### src/rtl/bram_rd_stream_if.sv
`default_nettype none
// ============================================================================
// Module   : bram_rd_stream_if
// Brief    : AXI4-Stream data/valid/ready/last bundle for the BRAM read stream.
// Revision : 1.0 - initial release
// ============================================================================
interface bram_rd_stream_if #(
    parameter int DATA_W = 32
);
    logic [DATA_W-1:0] tdata;
    logic              tvalid;
    logic              tready;
    logic              tlast;

    modport master (output tdata, output tvalid, output tlast, input tready);
    modport slave  (input tdata, input tvalid, input tlast, output tready);
endinterface
`default_nettype wire

### src/rtl/bram_rd_stream.sv
`default_nettype none
// ============================================================================
// Module   : bram_rd_stream
// Brief    : Drains a captured ping-pong frame (bank A then bank B) onto an
//            AXI4-Stream master. Define BRAM_RD_HEADER_EN to prepend a header.
// Revision : 1.0 - initial release
// ============================================================================
module bram_rd_stream #(
    parameter int DEPTH  = 2048,
    parameter int DATA_W = 32,
    parameter int ADDR_W = 32
) (
    input  logic              clk,
    input  logic              rst,
    input  logic [2:0]        rdy,
    input  logic [31:0]       size_data,
    output logic [1:0]        rd_busy,
    output logic [ADDR_W-1:0] bram_addr,
    output logic              en_a_rd,
    output logic              en_b_rd,
    input  logic [DATA_W-1:0] dout_a,
    input  logic [DATA_W-1:0] dout_b,
    bram_rd_stream_if.master  m_axis,
    output logic              done
);

    localparam logic [31:0] c_DEPTH = 32'(DEPTH);
    localparam logic [31:0] c_MAX   = 32'(2 * DEPTH);

    typedef enum logic [2:0] {
        ST_IDLE  = 3'd0,
        ST_READ  = 3'd1,
        ST_DRAIN = 3'd2,
        ST_DONE  = 3'd3
`ifdef BRAM_RD_HEADER_EN
        ,ST_HDR  = 3'd4
`endif
    } state_t;

    function automatic logic f_cmp(input logic [2:0] r);
        return (r == 3'b011) || (r == 3'b101);
    endfunction

    state_t            r_state, w_next;
    logic [2:0]        r_rdy_q;
    logic [31:0]       r_n, r_lasta, r_w;
    logic              r_infl, r_infl_b, r_infl_last, r_infl_lasta;
    logic [DATA_W-1:0] r_d0, r_d1;
    logic              r_l0, r_l1, r_a0, r_a1;
    logic [1:0]        r_cnt;
`ifdef BRAM_RD_HEADER_EN
    logic [2:0]        r_rdy_lat;
`endif

    logic              w_trig, w_pop, w_push, w_issue, w_hdr_push, w_bank, w_space;
    logic              w_plast, w_plasta;
    logic [DATA_W-1:0] w_pdata;
    logic [31:0]       w_n_clamp, w_off, w_addr32;
    logic [2:0]        w_occ;

    assign w_trig    = f_cmp(rdy) && !f_cmp(r_rdy_q);
    assign w_n_clamp = (size_data > c_MAX) ? c_MAX : size_data;
    assign w_bank    = (r_w >= c_DEPTH);
    assign w_off     = w_bank ? (r_w - c_DEPTH) : r_w;
    assign w_addr32  = {w_off[29:0], 2'b00};

    assign m_axis.tdata  = r_d0;
    assign m_axis.tvalid = (r_cnt != 2'd0);
    assign m_axis.tlast  = r_l0;
    assign w_pop         = (r_cnt != 2'd0) && m_axis.tready;
    assign done          = (r_state == ST_DONE);

    // Count the beat leaving this cycle so a full pipeline still issues every cycle.
    assign w_occ   = {1'b0, r_cnt} + {2'b00, r_infl} - {2'b00, w_pop};
    assign w_space = (w_occ < 3'd2);

    always_ff @(posedge clk or posedge rst) begin
        if (rst) r_state <= ST_IDLE;
        else     r_state <= w_next;
    end

    always_comb begin
        w_next     = r_state;
        w_issue    = 1'b0;
        w_hdr_push = 1'b0;
        case (r_state)
            ST_IDLE: begin
                if (w_trig) begin
                    if (w_n_clamp == 32'd0) w_next = ST_DONE;
`ifdef BRAM_RD_HEADER_EN
                    else                    w_next = ST_HDR;
`else
                    else                    w_next = ST_READ;
`endif
                end
            end
`ifdef BRAM_RD_HEADER_EN
            ST_HDR: begin
                w_hdr_push = 1'b1;
                w_next     = ST_READ;
            end
`endif
            ST_READ: begin
                if (w_space) begin
                    w_issue = 1'b1;
                    if (r_w == r_n - 32'd1) w_next = ST_DRAIN;
                end
            end
            ST_DRAIN: begin
                if (!r_infl && ((r_cnt == 2'd0) || ((r_cnt == 2'd1) && w_pop)))
                    w_next = ST_DONE;
            end
            ST_DONE:  w_next = ST_IDLE;
            default:  w_next = ST_IDLE;
        endcase
    end

    always_comb begin
        en_a_rd   = w_issue && !w_bank;
        en_b_rd   = w_issue && w_bank;
        bram_addr = w_issue ? ADDR_W'(w_addr32) : '0;
    end

    always_comb begin
        w_push   = r_infl || w_hdr_push;
        w_pdata  = r_infl_b ? dout_b : dout_a;
        w_plast  = r_infl_last;
        w_plasta = r_infl_lasta;
`ifdef BRAM_RD_HEADER_EN
        if (w_hdr_push) begin
            w_pdata  = DATA_W'({r_rdy_lat, 16'b0, r_n[12:0]});
            w_plast  = 1'b0;
            w_plasta = 1'b0;
        end
`endif
    end

    always_ff @(posedge clk or posedge rst) begin
        if (rst) begin
            r_rdy_q      <= 3'b011;
            r_n          <= '0;
            r_lasta      <= '0;
            r_w          <= '0;
            rd_busy      <= 2'b00;
            r_infl       <= 1'b0;
            r_infl_b     <= 1'b0;
            r_infl_last  <= 1'b0;
            r_infl_lasta <= 1'b0;
`ifdef BRAM_RD_HEADER_EN
            r_rdy_lat    <= 3'b000;
`endif
        end else begin
            r_rdy_q <= rdy;
            if ((r_state == ST_IDLE) && w_trig) begin
                r_n     <= w_n_clamp;
                r_lasta <= ((w_n_clamp > c_DEPTH) ? c_DEPTH : w_n_clamp) - 32'd1;
                r_w     <= '0;
                rd_busy <= {w_n_clamp > c_DEPTH, w_n_clamp != 32'd0};
`ifdef BRAM_RD_HEADER_EN
                r_rdy_lat <= rdy;
`endif
            end else if (w_pop) begin
                if (r_a0) rd_busy[0] <= 1'b0;
                if (r_l0) rd_busy[1] <= 1'b0;
            end
            r_infl <= w_issue;
            if (w_issue) begin
                r_w          <= r_w + 32'd1;
                r_infl_b     <= w_bank;
                r_infl_last  <= (r_w == r_n - 32'd1);
                r_infl_lasta <= (r_w == r_lasta);
            end
        end
    end

    // Two-entry output buffer; slot 0 is always the head presented on the stream.
    always_ff @(posedge clk or posedge rst) begin
        if (rst) begin
            r_d0  <= '0;
            r_d1  <= '0;
            r_l0  <= 1'b0;
            r_l1  <= 1'b0;
            r_a0  <= 1'b0;
            r_a1  <= 1'b0;
            r_cnt <= 2'd0;
        end else begin
            case ({w_push, w_pop})
                2'b01: begin
                    r_d0  <= r_d1;
                    r_l0  <= r_l1;
                    r_a0  <= r_a1;
                    r_cnt <= r_cnt - 2'd1;
                end
                2'b10: begin
                    if (r_cnt == 2'd0) begin
                        r_d0 <= w_pdata; r_l0 <= w_plast; r_a0 <= w_plasta;
                    end else begin
                        r_d1 <= w_pdata; r_l1 <= w_plast; r_a1 <= w_plasta;
                    end
                    r_cnt <= r_cnt + 2'd1;
                end
                2'b11: begin
                    if (r_cnt == 2'd1) begin
                        r_d0 <= w_pdata; r_l0 <= w_plast; r_a0 <= w_plasta;
                    end else begin
                        r_d0 <= r_d1; r_l0 <= r_l1; r_a0 <= r_a1;
                        r_d1 <= w_pdata; r_l1 <= w_plast; r_a1 <= w_plasta;
                    end
                end
                default: ;
            endcase
        end
    end

endmodule
`default_nettype wire

### src/flat_wrapper.sv
// flat-port wrapper written by rule: the top's interface ports become plain ports
module bram_rd_stream_flat 
#(
    parameter int DEPTH  = 2048,
    parameter int DATA_W = 32,
    parameter int ADDR_W = 32
)
  (clk, rst, rdy, size_data, rd_busy, bram_addr, en_a_rd, en_b_rd, dout_a, dout_b, done, m_axis_tdata, m_axis_tvalid, m_axis_tlast, m_axis_tready);
  bram_rd_stream_if #(.DATA_W(DATA_W)) m_axis_i ();
  input  logic clk;
  input  logic rst;
  input  logic [2:0] rdy;
  input  logic [31:0] size_data;
  output logic [1:0] rd_busy;
  output logic [ADDR_W-1:0] bram_addr;
  output logic en_a_rd;
  output logic en_b_rd;
  input  logic [DATA_W-1:0] dout_a;
  input  logic [DATA_W-1:0] dout_b;
  output logic done;
  output wire logic [$bits(m_axis_i.tdata)-1:0] m_axis_tdata;
  output wire logic [$bits(m_axis_i.tvalid)-1:0] m_axis_tvalid;
  output wire logic [$bits(m_axis_i.tlast)-1:0] m_axis_tlast;
  input wire logic [$bits(m_axis_i.tready)-1:0] m_axis_tready;
  assign m_axis_tdata = m_axis_i.tdata;
  assign m_axis_tvalid = m_axis_i.tvalid;
  assign m_axis_tlast = m_axis_i.tlast;
  assign m_axis_i.tready = m_axis_tready;
  bram_rd_stream #(.DEPTH(DEPTH), .DATA_W(DATA_W), .ADDR_W(ADDR_W)) u_core (.clk(clk), .rst(rst), .rdy(rdy), .size_data(size_data), .rd_busy(rd_busy), .bram_addr(bram_addr), .en_a_rd(en_a_rd), .en_b_rd(en_b_rd), .dout_a(dout_a), .dout_b(dout_b), .m_axis(m_axis_i), .done(done));
endmodule
### config.mk
export PLATFORM = sky130hd
export DESIGN_NAME = bram_rd_stream_flat
export DESIGN_NICKNAME = d
export VERILOG_FILES = /design/src/rtl/bram_rd_stream_if.sv /design/src/rtl/bram_rd_stream.sv /design/src/flat_wrapper.sv
export SDC_FILE = /design/constraint.sdc
export NUM_CORES = 1
export LEC_CHECK = 0
export CAP_MARGIN = 0
export CORE_UTILIZATION = 45
export DETAILED_ROUTE_END_ITERATION = 6
export MAX_ROUTING_LAYER = met4
export PLACE_DENSITY = 0.7
export SLEW_MARGIN = 10
export SYNTH_ARGS = -nofsm -noshare
export SYNTH_HDL_FRONTEND = slang
export SYNTH_SLANG_ARGS = --single-unit
### constraint.sdc
create_clock -name clk -period 10.08 [get_ports clk]
set_input_delay 2.016 -clock clk [delete_from_list [all_inputs] [get_ports clk]]
set_output_delay 2.016 -clock clk [all_outputs]
set_load 0.005 [all_outputs]
==> impl_metrics.py, run 1 <==
metrics = {
    "sta": {
        "rsz0062_at_grt": "no",
        "fin_skew_ns": 0.01128,
        "tns_ns": 0,
        "slew_violations": 0,
        "finalHoldViolCount": 0,
        "final.min_clock_period_ns": 7.758,
        "post-route-period-util_pct": 76.96,
        "fmax_ghz": 0.1289,
        "max_slew_margin_pct": 25.59,
        "worst_pin_slew_ns": 1.093,
        "setup_viol": 0,
    },
    "cts": {
        "cts-htree-levels": 4,
        "cts_resized": 0,
        "clock_path_buffers": 2,
        "cts_root_buf": "clkbuf_16",
        "cts_buffers": 17,
        "cts_setup_buffers": 0,
        "cts.sinks": 177,
        "cts_tree": "built",
        "clk_latency_ns": 0.43,
        "hold_buffers": 0,
        "clkTransAtPathRegs_ns": 0.07,
    },
    "route": {
        "via_per_inst": 5.572,
        "maxUsedRoutingLayer": "met4",
        "postRouteAntennaNets": 0,
        "drt_iter0_markers": 592,
        "wl_met1_mm": 11.39,
        "drc_errors": 1,
        "vias": 8297,
        "drt_pass1_iterations": 7,
        "wl_per_cell_um": 17.36,
        "routed_wirelength_mm": 25.84,
        "wl_met3_mm": 1.836,
        "routed-wl-met2_mm": 11.96,
    },
    "synthesis": {
        "async_flop_share_pct": 100.0,
        "syn_inst": 1071,
        "ys_ff_latch": 177,
        "yosys.area.top_type": "dfrtp_1",
        "syn_area_per_cell_um2": 9.309,
        "synthDistinctLibCells": 71,
        "yosysSeqAreaShare_pct": 44.45,
        "synth_area_leaders": "dfrtp_1 (44%), nand2_1 (5.2%), xor2_1 (5.2%), nor2_1 (5.1%), mux2_2 (4.3%)",
        "synth-edff-count": 0,
        "yosys_warnings": 0,
        "syn-cell-area_mm2": 0.009970,
        "synth_top_area_share_pct": 43.93,
        "synth_flop_cell": "dfrtp_1",
    },
    "cells_and_area": {
        "antennaDiodeCount": 0,
        "nets": 1315,
        "area_growth_pct": 24.28,
        "drive_above_1_share_pct": 8.602,
        "final_cell_mix": "dfrtp_1 (175), clkdlybuf4s50_1 (170), nand2_1 (137), nor2_1 (135), xor2_1 (59)",
        "stdcell_count": 1489,
        "final_common_cell": "dfrtp_1",
    },
    "critical_path": {
        "crit_fanout": 30,
        "crit-reg2reg-launch": "u_core.r_cnt[1]$_DFFE_PP0N_",
        "endpoint_kind": "output port",
        "startpoint_type": "input pin",
        "rr_worst_depth": 14,
        "timing.rr.end": "u_core.r_w[23]$_DFFE_PP0P_",
        "crit_required_ns": 8.06,
        "timing_worst_setup_path_type": "in2out",
        "worstPathArrival_ns": 5.74,
        "r2r_slack_ns": 5.68,
    },
    "power": {
        "p_per_area_mw_per_mm2": 209.7,
        "p_leak_nw": 5.622,
        "max-vdd-ir-drop_mv": 0.1241,
    },
    "worst_hold_path": {
        "min_to": "u_core.r_d1[8]$_DFFE_PP0P_",
        "hold_depth": 2,
        "min_from": "u_core.r_d1[8]$_DFFE_PP0P_",
        "hold_class": "reg2reg",
    },
    "floorplan": {
        "chipHeight_um": 150.8,
        "fp.coreArea_mm2": 0.02176,
        "die_width_um": 150.8,
        "num_rows": 54,
        "initial_utilization_pct": 45.82,
        "die-area_mm2": 0.02275,
        "ios": 173,
    },
    "run": {
        "max_cap_viol_count": 0,
    },
    "outcome": {
        "violations": "design-rule violations",
        "outcome": "finished, violations left",
    },
    "placed_design": {
        "dp_cells": 1457,
        "port_buffers": 170,
        "routabilityCongestion": 0.8829,
        "hpwlAfterDp_mm": 18.03,
    },
    "global_routing": {
        "grt_max_degree": 99,
        "grt_pass1_vias": 7996,
        "grt_pass1_wl_mm": 41.66,
        "grt_usage_pct": 24.37,
        "antenna_found_initial": 0,
        "grt_overflow_total": 0,
    },
}
## report_power, final
part,internal (mW),switching [mW]
clock,0.352,0.294
sequential,0.881,0.109
combinational,0.476,0.487
## cells by family (layout without fill, tap and decap cells)
logic type,Yosys count,after routing,share of synthesized area [%]
AND/OR/NAND/NOR,458,458,22.58
XOR/XNOR,97,97,8.522
flip-flops,177,177,44.45
multiplexers,76,76,8.107
other,1,2,0.03761
AO/OA/AOI/OAI,152,152,10.37
adder cells (fa/ha/maj),17,17,2.209
buffers and inverters,93,230,3.727
## routing by layer
metal	vias to the layer above	global-route usage, %
li1	3982	-
met1	3981	31.98
met2	289	38.39
met3	45	3.554
met4	0	8.850
met5	-	-
## state kept, by name, summed over array words and instances, names as in the netlist, 2 cells and up
signal	cells
u_core.r_w	32
u_core.r_d1	32
u_core.r_state	2
u_core.r_cnt	2
u_core.r_n	32
u_core.m_axis.tdata	32
u_core.rd_busy	2
u_core.r_lasta	32
u_core.r_rdy_q	3
## Yosys cell counts (all sizes together), types with 6 or more instances
cell type and n:
ha 16, a31oi 6, mux2 38, or3 14, inv 20, o21ai 46
a211oi 21, dfrtp 175, nor4 24, nand3 28, nand2 140, o31ai 7
nand4 18, buf 10, or4 10, nor3 30, a22o 10, and2 30
a21oi 14, nor2 135, xnor2 38, and3 7, mux2i 38, xor2 59
clkbuf 63, a221oi 19
## stage by stage
stage	hold WS [ns]	worst slack, ns	total power, mW	instance area [um^2]	util (%)
CTS	0.4891	2.319	2.618	12390	56.95
floorplan	0.4497	3.265	1.587	9973	-
global placement	0.4640	2.458	1.943	11820	54.34
global route	0.5180	2.050	2.768	12390	56.95
finish	0.4829	2.322	2.599	12390	56.95
detailed placement	0.4733	2.349	1.972	11820	54.34
## how the worst max path moves through the flow
stage	from	end
6_report	m_axis_tready	bram_addr[14]
5_1_grt	m_axis_tready	bram_addr[14]
4_1_cts	m_axis_tready	bram_addr[14]
3_5_place_dp	m_axis_tready	bram_addr[14]
3_3_place_gp	m_axis_tready	bram_addr[13]
2_1_floorplan	rst	u_core.m_axis.tdata[0]$_DFFE_PP0P_
## critical path: stages
cell and delay, ns:
clkdlybuf4s50_1 0.47, nor2b_1 0.38, ha_1 0.35, nand2b_1 0.17
fa_1 0.38, xnor2_1 0.18, and2_1 0.19, nand2_1 0.06
buf_4 0.25, inv_1 0.43, nand2_1 0.19, nor2_1 0.15
clkdlybuf4s50_1 0.52
## area by class of cell
cell class	count	area, um^2
multi-input combinational	802	5197
clock inverter	13	126.4
timing repair buffer	178	1762
clock buffer	19	442.9
sequential	177	4432
fill	1907	9365
inverter	20	80.08
tap	280	350.3
Power figures use the tool's default switching activity.
==> run 2, diff against run 1 <==
- PLACE_DENSITY: 0.7 -> 0.72
- clock period: 10.08 -> 6.6 ns (I/O delays scaled with it)
==> impl_metrics.py, run 2 (synthesis results as in run 1) <==
metrics = {
    "cts": {
        "hold_buffers": 0,
        "cts-htree-levels": 4,
        "cts_tree": "built",
        "clk_latency_ns": 0.43,
        "clkTransAtPathRegs_ns": 0.07,
        "cts_setup_buffers": 0,
        "clock_path_buffers": 2,
        "cts_buffers": 17,
        "cts_resized": 0,
        "cts_root_buf": "clkbuf_16",
        "cts.sinks": 177,
    },
    "outcome": {
        "outcome": "complete, no violations",
    },
    "global_routing": {
        "grt_usage_pct": 24.25,
        "antenna_found_initial": 0,
        "grt_pass1_wl_mm": 41.64,
        "grt_pass1_vias": 8259,
        "grt_max_degree": 93,
        "grt_overflow_total": 0,
    },
    "sta": {
        "slew_violations": 0,
        "rsz0062_at_grt": "no",
        "post-route-period-util_pct": 92.77,
        "finalHoldViolCount": 0,
        "worst_pin_slew_ns": 1.092,
        "fmax_ghz": 0.1633,
        "setup_ws_ns": 0.4771,
        "whs_ns": 0.4837,
        "fin_skew_ns": 0.008918,
        "tns_ns": 0,
        "max_slew_margin_pct": 25.64,
        "setup_viol": 0,
        "final.min_clock_period_ns": 6.123,
    },
    "route": {
        "drt_pass1_iterations": 5,
        "via_per_inst": 5.594,
        "drc_errors": 0,
        "drt_iter0_markers": 569,
        "wl_per_cell_um": 17.21,
        "routed_wirelength_mm": 25.68,
        "vias": 8346,
        "postRouteAntennaNets": 0,
    },
    "floorplan": {
        "chipHeight_um": 150.8,
        "die_width_um": 150.8,
        "die-area_mm2": 0.02275,
        "num_rows": 54,
        "fp.coreArea_mm2": 0.02176,
        "ios": 173,
        "initial_utilization_pct": 45.82,
    },
    "cells_and_area": {
        "drive_above_1_share_pct": 8.828,
        "nets": 1318,
        "final_core_util_pct": 57.37,
        "antennaDiodeCount": 0,
        "multi_input_area_mm2": 0.005192,
        "final_common_cell": "dfrtp_1",
        "final_cell_mix": "dfrtp_1 (175), clkdlybuf4s50_1 (170), nand2_1 (137), nor2_1 (135), xor2_1 (59)",
        "area_growth_pct": 25.19,
        "area.sequential_mm2": 0.004432,
        "fillers": 1935,
    },
    "critical_path": {
        "crit_fanout": 16,
        "timing_worst_setup_path_type": "in2out",
        "r2r_slack_ns": 2.19,
        "endpoint_kind": "output port",
        "worstPathArrival_ns": 4.80,
        "crit_required_ns": 5.28,
        "crit-reg2reg-launch": "u_core.r_cnt[1]$_DFFE_PP0N_",
        "rr_worst_depth": 14,
        "startpoint_type": "input pin",
        "timing.rr.end": "u_core.r_w[25]$_DFFE_PP0P_",
    },
    "worst_hold_path": {
        "hold_depth": 2,
        "hold_class": "reg2reg",
        "min_to": "u_core.r_d1[5]$_DFFE_PP0P_",
        "min_from": "u_core.r_d1[5]$_DFFE_PP0P_",
    },
    "placed_design": {
        "place_ws_ns": 0.5390,
        "routabilityCongestion": 0.8808,
        "hpwlAfterDp_mm": 18.21,
        "port_buffers": 170,
    },
    "power": {
        "power_mw": 4.076,
        "p_per_area_mw_per_mm2": 326.6,
        "clockPowerShare_pct": 26.9,
        "swShare_pct": 33.13,
        "p_int_mw": 2.726,
        "pwr-share-seq_pct": 37.1,
        "max-vdd-ir-drop_mv": 0.1835,
        "p_leak_nw": 5.682,
        "power_frac_comb_pct": 36.0,
        "switchingPower_mw": 1.350,
    },
    "run": {
        "max_cap_viol_count": 0,
    },
}
run 2: cell type report:
cell class / count / area share, %
tap: 280 / 2.807
clock buffer: 18 / 3.519
sequential: 177 / 35.51
clock inverter: 14 / 1.624
timing repair buffer: 181 / 14.30
inverter: 20 / 0.6416
multi-input combinational: 802 / 41.60
run 2: power by group through the flow:
stage | logic [mW] | clock network, mW | registers (mW)
after global placement | 1.45 | 0 | 1.52
after detailed placement | 1.48 | 0 | 1.53
final | 1.47 | 1.10 | 1.51
after floorplan | 0.920 | 0 | 1.50
after global routing | 1.64 | 1.16 | 1.55
after CTS | 1.48 | 1.11 | 1.51
run 2: worst max-delay path: stages:
cell             delay [ns]
clkdlybuf4s50_1        0.48
nor2b_1                0.39
ha_1                   0.35
nand2b_1               0.17
fa_1                   0.38
xnor2_1                0.18
and2_1                 0.20
nand2_1                0.08
inv_1                  0.40
nand2_1                0.18
nor2_1                 0.15
clkdlybuf4s50_1        0.51
run 2: worst max-delay path by stage:
stage | start | to | slack [ns] | depth (start not counted)
floorplan | rst | u_core.m_axis.tdata[0]$_DFFE_PP0P_ | 0.48 | 1
global placement | m_axis_tready | bram_addr[13] | 0.62 | 12
detailed placement | m_axis_tready | bram_addr[14] | 0.54 | 12
CTS | m_axis_tready | bram_addr[14] | 0.50 | 12
global route | m_axis_tready | bram_addr[14] | 0.18 | 12
finish | m_axis_tready | bram_addr[14] | 0.48 | 12
run 2: per-stage QoR:
step	instance area [um^2]	instances
2_1_floorplan	9973	1072
3_3_place_gp	11840	1460
3_5_place_dp	11840	1460
4_1_cts	12480	1492
5_1_grt	12480	1492
6_report	12480	1492
run 2: metal layers:
layer  track usage [%]  wire, um  vias to the layer above
met5                 -         0                        -
met2             39.31     12150                      310
li1                  -         -                     3989
met3             3.373      1579                       47
met4             9.350       701                        0
met1             30.79     11250                     4000
==> run 3, diff against run 2 <==
- CORE_UTILIZATION: 45 -> 49
- PLACE_DENSITY: 0.72 -> 0.78
==> impl_metrics.py, run 3 (synthesis results as in run 1) <==
metrics = {
    "cells_and_area": {
        "stdcell_count": 1480,
        "fillers": 1581,
        "final_common_cell": "dfrtp_1",
        "multi_input_area_mm2": 0.005184,
        "area.sequential_mm2": 0.004432,
        "final_core_util_pct": 63.06,
        "nets": 1321,
        "antennaDiodeCount": 0,
        "stdcell_area_mm2": 0.01243,
        "drive_above_1_share_pct": 8.889,
        "final_cell_mix": "dfrtp_1 (175), clkdlybuf4s50_1 (170), nand2_1 (137), nor2_1 (135), xor2_1 (59)",
        "area_growth_pct": 24.72,
    },
    "floorplan": {
        "die-area_mm2": 0.02092,
        "num_rows": 51,
        "ios": 173,
        "die_width_um": 144.6,
        "chipHeight_um": 144.6,
        "fp.coreArea_mm2": 0.01972,
        "initial_utilization_pct": 50.56,
    },
    "run": {
        "max_cap_viol_count": 0,
    },
    "global_routing": {
        "grt_overflow_total": 0,
        "grt_pass1_vias": 8387,
        "grt_pass1_wl_mm": 41.90,
        "grt_max_degree": 99,
        "grt_usage_pct": 26.87,
        "antenna_found_initial": 0,
    },
    "route": {
        "wl_per_cell_um": 17.63,
        "drt_iter0_markers": 646,
        "drt_pass1_iterations": 5,
        "drc_errors": 0,
        "postRouteAntennaNets": 0,
        "via_per_inst": 5.714,
        "routed_wirelength_mm": 26.10,
        "vias": 8457,
    },
    "critical_path": {
        "r2r_slack_ns": 2.47,
        "endpoint_kind": "output port",
        "rr_worst_depth": 14,
        "worstPathArrival_ns": 4.50,
        "crit_required_ns": 5.28,
        "crit_fanout": 12,
        "cp_cell_sequence": "clkdlybuf4s50_1 -> nor2b_1 -> ha_1 -> nand2b_1 -> fa_1 -> xnor2_1 -> and2_1 -> nand2_1 -> inv_1 -> buf_4 -> and2_1 -> clkdlybuf4s50_1",
        "cp_slowest_stage_delay_ns": 0.50,
        "timing_worst_setup_path_type": "in2out",
        "timing.rr.end": "u_core.r_w[31]$_DFFE_PP0P_",
        "crit-reg2reg-launch": "u_core.r_cnt[1]$_DFFE_PP0N_",
        "cpMaxStageDelayCell": "clkdlybuf4s50_1",
        "startpoint_type": "input pin",
    },
    "placed_design": {
        "dp_cells": 1448,
        "dpl_cell_area_mm2": 0.01183,
        "routabilityCongestion": 0.8977,
        "hpwlAfterDp_mm": 18.56,
        "port_buffers": 170,
    },
    "cts": {
        "cts_tree": "built",
        "cts_root_buf": "clkbuf_16",
        "hold_buffers": 0,
        "cts_resized": 0,
        "cts-htree-levels": 4,
        "cts_setup_buffers": 0,
        "clk_latency_ns": 0.43,
        "cts.sinks": 177,
        "clock_path_buffers": 2,
        "clkTransAtPathRegs_ns": 0.06,
        "cts_buffers": 17,
    },
    "power": {
        "p_leak_nw": 5.677,
        "max-vdd-ir-drop_mv": 0.2322,
        "p_per_area_mw_per_mm2": 324.5,
        "power_mw": 4.035,
    },
    "worst_hold_path": {
        "hold_class": "reg2reg",
        "hold_depth": 2,
        "min_to": "u_core.r_d1[8]$_DFFE_PP0P_",
        "min_from": "u_core.r_d1[8]$_DFFE_PP0P_",
    },
    "sta": {
        "max_slew_margin_pct": 31.18,
        "setup_viol": 0,
        "finalHoldViolCount": 0,
        "worst_pin_slew_ns": 1.030,
        "final.min_clock_period_ns": 5.822,
        "rsz0062_at_grt": "no",
        "fin_skew_ns": 0.009698,
        "tns_ns": 0,
        "slew_violations": 0,
        "post-route-period-util_pct": 88.22,
        "fmax_ghz": 0.1717,
    },
    "outcome": {
        "outcome": "complete, no violations",
    },
}
==> run 3: worst max-delay path, delay by kind of cell <==
family	cells	cell delay (ns)
XOR/XNOR	1	0.18
adder cells (fa/ha/maj)	2	0.68
buffers and inverters	4	1.43
AND/OR/NAND/NOR	5	0.89
==> run 3: per-stage QoR <==
step	setup slack, ns	hold slack [ns]
after floorplan	0.4814	0.4497
after global placement	0.8097	0.4646
after detailed placement	0.7778	0.4722
after CTS	0.7606	0.4869
after global routing	0.4973	0.5063
final	0.7776	0.4847
==> run 3: layer usage <==
metal  track usage, %  up-vias  wire length, um
li1                 -     3982                -
met1            33.82     4055            11010
met2            43.40      366            12300
met3            4.503       54             2062
met4            10.19        0              727
met5                -        -                0
==> run 3: worst max path at each step <==
stage	slack, ns	to	depth (start not counted)	start
2_1_floorplan	0.48	u_core.m_axis.tdata[0]$_DFFE_PP0P_	1	rst
3_3_place_gp	0.81	bram_addr[12]	12	m_axis_tready
3_5_place_dp	0.78	bram_addr[9]	12	m_axis_tready
4_1_cts	0.76	bram_addr[9]	12	m_axis_tready
5_1_grt	0.50	bram_addr[9]	12	m_axis_tready
6_report	0.78	bram_addr[9]	12	m_axis_tready
==> run 3: power breakdown <==
part / switching, mW / internal, mW
Sequential: 0.173 / 1.35
Clock: 0.430 / 0.608
Combinational: 0.743 / 0.734
==> run 3: layout make-up <==
type / count / share of cell area (%)
Clock buffer: 20 / 3.592
Inverter: 20 / 0.6440
Sequential cell: 177 / 35.64
Timing Repair Buffer: 184 / 14.53
Multi-Input combinational cell: 802 / 41.69
Tap cell: 265 / 2.667
Clock inverter: 12 / 1.238
